==> src/rtl/cla_multiword_sequencer.sv <==
// Multi-precision add/subtract sequencer: one 8-bit carry-lookahead slice is
// reused across BYTES cycles, LSB byte first, chaining the carry between bytes.
module cla_multiword_sequencer #(
    parameter int BYTES = 4,
    localparam int WIDTH = 8 * BYTES
) (
    input  logic             clk,
    input  logic             rst,
    input  logic             in_valid,
    output logic             in_ready,
    input  logic [WIDTH-1:0] in_a,
    input  logic [WIDTH-1:0] in_b,
    input  logic             in_sub,
    output logic             out_valid,
    input  logic             out_ready,
    output logic [WIDTH-1:0] out_sum,
    output logic             out_cout,
    output logic             out_ovf,
    output logic [1:0]       dbg_state
);

    // Handshakes: a transfer happens on a rising edge where valid and ready
    // are both high; valid/ready never depend combinationally on each other.

    localparam int IDX_W = $clog2(BYTES);

    localparam logic [1:0] S_IDLE = 2'd0;
    localparam logic [1:0] S_RUN  = 2'd1;
    localparam logic [1:0] S_DONE = 2'd2;

    logic [1:0]       state;
    logic [IDX_W-1:0] idx;
    logic             carry;
    logic [WIDTH-1:0] a_reg;
    logic [WIDTH-1:0] b_reg;

    logic [7:0] slice_a;
    logic [7:0] slice_b;
    logic [7:0] slice_g;
    logic [7:0] slice_p;
    logic [7:0] slice_c;
    logic [7:0] slice_sum;

    // Each carry is formed directly from generate/propagate terms and cin,
    // so no carry depends on a lower carry within the slice.
    function automatic logic [7:0] cla_carries(input logic [7:0] g,
                                               input logic [7:0] p,
                                               input logic       cin);
        logic [7:0] c;
        logic       term;
        c = '0;
        for (int i = 0; i < 8; i++) begin
            term = cin;
            for (int k = 0; k <= i; k++) term = term & p[k];
            c[i] = term;
            for (int j = 0; j <= i; j++) begin
                term = g[j];
                for (int k = j + 1; k <= i; k++) term = term & p[k];
                c[i] = c[i] | term;
            end
        end
        return c;
    endfunction

    assign slice_a   = a_reg[idx*8 +: 8];
    assign slice_b   = b_reg[idx*8 +: 8];
    assign slice_g   = slice_a & slice_b;
    assign slice_p   = slice_a ^ slice_b;
    assign slice_c   = cla_carries(slice_g, slice_p, carry);
    assign slice_sum = slice_p ^ {slice_c[6:0], carry};

    assign in_ready  = (state == S_IDLE) && !rst;
    assign out_valid = (state == S_DONE) && !rst;
    assign dbg_state = state;

    always_ff @(posedge clk) begin
        if (rst) begin
            state    <= S_IDLE;
            idx      <= '0;
            carry    <= 1'b0;
            a_reg    <= '0;
            b_reg    <= '0;
            out_sum  <= '0;
            out_cout <= 1'b0;
            out_ovf  <= 1'b0;
        end else begin
            case (state)
                S_IDLE: begin
                    if (in_valid) begin
                        // Subtract is A + ~B + 1; the +1 enters as the first carry.
                        a_reg <= in_a;
                        b_reg <= in_sub ? ~in_b : in_b;
                        carry <= in_sub;
                        idx   <= '0;
                        state <= S_RUN;
                    end
                end
                S_RUN: begin
                    out_sum[idx*8 +: 8] <= slice_sum;
                    carry               <= slice_c[7];
                    idx                 <= idx + 1'b1;
                    if (idx == IDX_W'(BYTES - 1)) begin
                        out_cout <= slice_c[7];
                        out_ovf  <= slice_c[6] ^ slice_c[7];
                        state    <= S_DONE;
                    end
                end
                S_DONE: begin
                    if (out_ready) state <= S_IDLE;
                end
                default: state <= S_IDLE;
            endcase
        end
    end

endmodule

==> config.mk <==
export PLATFORM = sky130hd
export DESIGN_NAME = cla_multiword_sequencer
export DESIGN_NICKNAME = d
export VERILOG_FILES = /design/src/rtl/cla_multiword_sequencer.sv
export SDC_FILE = /design/constraint.sdc
export NUM_CORES = 1
export LEC_CHECK = 0
export BUFFER_PORTS_ARGS = -buffer_cell sky130_fd_sc_hd__buf_2
export CAP_MARGIN = 20
export CORE_MARGIN = 8
export CORE_UTILIZATION = 54
export DETAILED_ROUTE_END_ITERATION = 7
export GPL_TIMING_DRIVEN = 0
export PLACE_DENSITY_LB_ADDON = 0.3
export SETUP_SLACK_MARGIN = 0.1
export SKIP_LAST_GASP = 1
export SLEW_MARGIN = 20
export SYNTH_ARGS = -nofsm -noshare
export SYNTH_HDL_FRONTEND = slang
export SYNTH_SLANG_ARGS = --single-unit
==> constraint.sdc <==
create_clock -name clk -period 4.1 [get_ports clk]
set_input_delay 0.615 -clock clk [delete_from_list [all_inputs] [get_ports clk]]
set_output_delay 0.615 -clock clk [all_outputs]
set_load 0.1 [all_outputs]
# ---- Yosys cells after proc, flatten, opt, wreduce, memory -nomap -nowiden
# Index checks and enable logic that the tools add are counted.
dict set report classes {
  addsub 2
  n_mul 0
  div_mod_pow 0
  order_cmp 0
  n_eq_ne 6
  shift 4
  muxes 10
  bitwise_logic 77
  reduce_logical 9
}
# cell count
set op_table {}
lappend op_table {{32-bit by 6-bit indexed part select with 8-bit output} 2}
lappend op_table {{1-bit bitwise AND} 36}
lappend op_table {{1-bit OR} 36}
lappend op_table {{5-bit negator with 34-bit output} 1}
lappend op_table {{8-bit by 34-bit variable shift with 32-bit output (first input constant)} 1}
lappend op_table {{8-bit by 34-bit indexed part select with 32-bit output} 1}
lappend op_table {{32-bit bitwise mux} 1}
lappend op_table {{32-bit two-way mux} 1}
lappend op_table {{32-bit inverter} 1}
lappend op_table {{8-bit bitwise XOR} 2}
lappend op_table {{8-bit bitwise AND} 1}
lappend op_table {{2-bit two-way mux} 4}
lappend op_table {{2-bit inequality test (second input constant)} 3}
lappend op_table {{2-bit one-hot mux with 3 select lines} 1}
lappend op_table {{2-bit AND reduction} 3}
lappend op_table {{2-bit == test (second input constant)} 2}
lappend op_table {{2-bit one-hot mux with 2 select lines} 1}
lappend op_table {{3-bit AND reduction} 1}
lappend op_table {{2-bit by 1-bit adder with 2-bit output (second input constant)} 1}
lappend op_table {{2-bit by 1-bit == test with 1-bit output (second input constant)} 1}
lappend op_table {{1-bit logical AND} 2}
lappend op_table {{2-bit logical NOT} 1}
lappend op_table {{1-bit one-hot mux with 2 select lines} 1}
lappend op_table {{2-bit nonzero test} 1}
lappend op_table {{other kinds (3)} 3}
dict set report totals {
  reg_bits 103
  latch_bits 0
  ramBits 0
  romBits 0
  output_inout_bits 38
  wordCells 116
  n_memories 0
}

# ---- Logic depth before layout (Yosys ltp)
dict set report logic_depth {
  word_depth 19
  ltp_mapped 10
}

# ---- Worst setup path after synthesis
# Ideal clock, no wire load.
dict set report synth_timing {
  path_type {flip-flop to output port}
  startpoint {reg state[1] (netlist: dbg_state[1])}
  endpoint {out out_valid}
  arrival_time_ps 3349
  required_time_ps 3485
  path_slack_ps 136
  path_stages_with_launch 2
  n_path_buf 0
  path_cell_list {dfxtp_1 > nor3b_1}
}
dict set report synth_via {
  elab_chain_cells 2
}
# item line
set synth_rtl {}
lappend synth_rtl {{start: declaration} 31} ;# logic [1:0] state;
lappend synth_rtl {{start signal: assignment} 78} ;# state <= S_IDLE;
lappend synth_rtl {{start signal: assignment} 95} ;# state <= S_RUN;
lappend synth_rtl {{start signal: assignment} 105} ;# state <= S_DONE;
lappend synth_rtl {{2-bit == test} 73} ;# assign out_valid = (state == S_DONE) && !rst;
lappend synth_rtl {{1-bit logical AND} 73}
lappend synth_rtl {{end: declaration} 14} ;# output logic out_valid,
# No other way between the ends.

# ---- Worst setup path in the final report
dict set report layout_timing {
  startpoint {reg idx[1]}
  endpoint {reg out_sum[14]}
}
dict set report layout_via {
  elab_chain_cells 19
  elab_cells_between_ends 65
}
# item line
set layout_rtl {}
lappend layout_rtl {{start: declaration} 32} ;# logic [IDX_W-1:0] idx;
lappend layout_rtl {{start signal: assignment} 101} ;# idx <= idx + 1'b1;
lappend layout_rtl {{32-bit by 6-bit indexed part select with 8-bit output, on equally long branches} {65, 66}}
lappend layout_rtl {{8-bit bitwise XOR} 68} ;# assign slice_p = slice_a ^ slice_b;
lappend layout_rtl {{1-bit bitwise AND (7 in series)} 54} ;# for (int k = 0; k <= i; k++) term = term & p[k];
lappend layout_rtl {{1-bit OR (7 in series)} 59} ;# c[i] = c[i] | term;
lappend layout_rtl {{8-bit bitwise XOR} 70} ;# assign slice_sum = slice_p ^ {slice_c[6:0], carry};
lappend layout_rtl {{8-bit by 34-bit indexed part select with 32-bit output} 99} ;# out_sum[idx*8 +: 8] <= slice_sum;
lappend layout_rtl {{32-bit bitwise mux (*)} 99}
lappend layout_rtl {{end signal: indexed assignment} 99}
lappend layout_rtl {{end: declaration} 16} ;# output logic [WIDTH-1:0] out_sum,
# Mark *: on every way between the ends. The rest lies on a longest branch, timed or not.
# A chain may end at the register's enable or synchronous reset.

==> summary.txt <==
Route
  – Initial drt markers: 250
  – # DRC: 0
  – DRT Pass-1 Iters: 5
  – Wirelength per Cell: 17.14 µm
  – Drt via density: 5.630
  – Post-route ant nets: 0
  – Final WL: 12.46 mm
  – Routed vias: 4093

Clock tree
  – Setup Buffers After CTS: 0
  – # hold bufs at CTS: 0
  – Clk sinks: 103
  – Post-cts sizing count: 0
  – H-tree levels: 3
  – Clock root cell: clkbuf_8
  – CTS tree: yes
  – Maximum clock insertion buffer count: 2
  – Clock-pin slew on the worst setup and hold paths: 0.09 ns
  – Skew-Pair Late Insertion Delay: 0.37 ns
  – Cts bufs inserted: 9

Flow run
  – Max cap viols: 0

Timing
  – Clock Skew: 0.006612 ns
  – Final min period: 3.745 ns
  – Setup_tns: 0 ns
  – Fin. Hold Viols: 0
  – Tightest Pin Transition: 0.6960 ns
  – Maximum clock rate: 267.0 MHz
  – # setup viols final: 0
  – Slew margin rel.: 53.60%
  – Unrepaired setup endpoints after global routing: no
  – Hold Slack: 0.4589 ns
  – Pins over their slew limit: 0
  – Final Cycle Share: 91.34%

Synth
  – Synth Area in Adders: 4.381%
  – Number of flops mapped to enable cells by yosys: 0
  – Seq/Total Area, Yosys: 43.49%
  – Mux share of post-synthesis cell area: 7.601%
  – Cell taking the most area after synthesis: dfxtp_1
  – Mapped Area: 4741 µm²
  – Post-synth top cells: dfxtp_1, nand2_1, nor2_1, a21oi_1, xnor2_1
  – Synth Flop Type: dfxtp_1
  – Syn Area/Cell: 9.444 µm²
  – Most frequent cell after synthesis: dfxtp_1
  – Compound-cell area share of the yosys netlist: 17.45%
  – Syn Nets: 587
  – Post-synthesis simple-gate area fraction: 16.73%
  – Share of the synthesized area in the top cell type: 43.49%
  – Top cells by area, synth: dfxtp_1, mux4_2, xnor2_1, nand2_1, nor2_1
  – Yosys cell types: 43
  – Largest family of logic cells by synthesized area: compound AO/OA/AOI/OAI gates
  – FFs w/ async S/R, synth: 0%
  – Total number of yosys warnings: 0
  – Flops & latches, synth: 103
  – XOR/XNOR share of the synthesized area: 6.651%
  – Cells after synthesis: 502

Floorplan
  – I/O Pins: 107
  – Die area: 12030 µm²
  – Die width: 109.7 µm
  – Die H: 109.7 µm
  – Core Rows: 34
  – Initial Util: 54.90%
  – Core Region: 8636 µm²

Global routing
  – First-pass GRT wire length: 19.55 mm
  – Total GRT Usage: 20.92%
  – Number of global-route vias before repair: 4038
  – Largest net degree at the start of global routing: 16
  – Remaining Overflow, GRT: 0
  – Antenna violations before repair: 0

Place
  – HPWL after detailed placement: 9.444 mm
  – Gp weighted congestion: 0.8906
  – I/O Buffers: 104

Final layout
  – Antenna diodes: 0
  – Fin util: 65.11%
  – Final #Nets: 702
  – Layout area overhead: 18.61%
  – Share of cells above drive strength 1: 24.88%

Power
  – P_leak: 0.002260 µW
  – Max IR drop VDD: 0.2425 mV
  – Pwr dens: 403.1 nW/µm²

Setup path
  – Worst Path Max Fanout: 10
  – CP arrival: 4.00 ns
  – Critical Path Source: idx[1]
  – Kind of critical path: flip-flop to flip-flop
  – Crit path launch type: flip-flop
  – Setup crit end kind: flip-flop
  – Reg2reg start: idx[1]
  – Critical Path RT: 4.35 ns

Min path
  – Worst hold path startpoint: a_reg[25]
  – Hold crit path type: flip-flop to flip-flop

Run status
  – Status: finished, final reports clean
cell type report:
class	count	area, µm²
plain buffers	35	145.1
clock buffers	9	123.9
clock inverters	4	97.59
fillers	720	3013
inverters	8	30.03
multi-input cells	356	2509
flip-flops and latches	103	2062
well taps	108	135.1
repair buffers	104	520.5
through the flow:
step | std cells | worst slack, ns | power [µW] | cell area, µm²
2_1_floorplan | 502 | 0.1358 | 1421 | 4741
3_3_place_gp | 714 | 0.3857 | 1543 | 5396
3_5_place_dp | 714 | 0.3235 | 1558 | 5396
4_1_cts | 727 | 0.2828 | 2266 | 5618
5_1_grt | 727 | 0.1252 | 2351 | 5623
6_report | 727 | 0.3552 | 2267 | 5623
final timing paths:
| kind | end | slack (ns) | cells after the start |
|---|---|---|---|
| max reg2reg | out_sum[14] | 0.36 | 9 |
| min | a_reg[25] | 0.46 | 2 |
| max | out_sum[14] | 0.36 | 9 |
| min reg2reg | a_reg[25] | 0.46 | 2 |
placed cells by master, fill, tap and decap left out, types with 3 or more instances in the layout:
| cell | instances |
|---|---|
| mux4_2 | 16 |
| o21a_1 | 3 |
| nor3_1 | 4 |
| a32oi_1 | 4 |
| nor2_1 | 67 |
| clkbuf_8 | 9 |
| nand3_1 | 3 |
| o21ai_0 | 4 |
| ha_1 | 15 |
| a21oi_1 | 39 |
| inv_1 | 8 |
| xnor2_1 | 34 |
| nand2_1 | 71 |
| nor4b_4 | 3 |
| nor2b_1 | 3 |
| a22oi_1 | 24 |
| nand2b_1 | 6 |
| bufinv_16 | 3 |
| dfxtp_1 | 103 |
| nand3b_1 | 4 |
| a211oi_1 | 32 |
| clkbuf_1 | 26 |
| buf_2 | 109 |
cells by family (layout without fill, tap and decap cells):
family | after synthesis | after routing
buffers and inverters | 43 | 160
flip-flops | 103 | 103
multiplexers | 16 | 16
adder cells (fa/ha/maj) | 16 | 16
AO/OA/AOI/OAI | 118 | 118
AND/OR/NAND/NOR | 170 | 170
XOR/XNOR | 36 | 36
routing by layer:
layer | part of all wire [%] | vias up | GRT usage [%]
met5 | 0 | - | 0
met1 | 42 | 1955 | 24.93
met2 | 48 | 135 | 34.80
met4 | 2.2 | 0 | 8.197
met3 | 7.5 | 21 | 6.096
li1 | - | 1982 | -
power breakdown:
group / internal (µW) / leakage, µW / switching, µW
Combinational: 165 / 0.00131 / 284
Sequential: 1060 / 0.000843 / 34.6
Clock: 395 / 0.000107 / 331
Total: 1620 / 0.00226 / 650
worst max-delay path, cell delays in order, from the launching register on:
cell and delay (ns):
dfxtp_1 0.39, clkbuf_1 0.56, clkbuf_1 0.58, mux4_2 0.43, ha_1 0.35, a21oi_1 0.20
a21oi_1 0.15, or4_1 0.64, a32oi_1 0.26, nor2_1 0.06
Power figures use the tool's default switching activity.
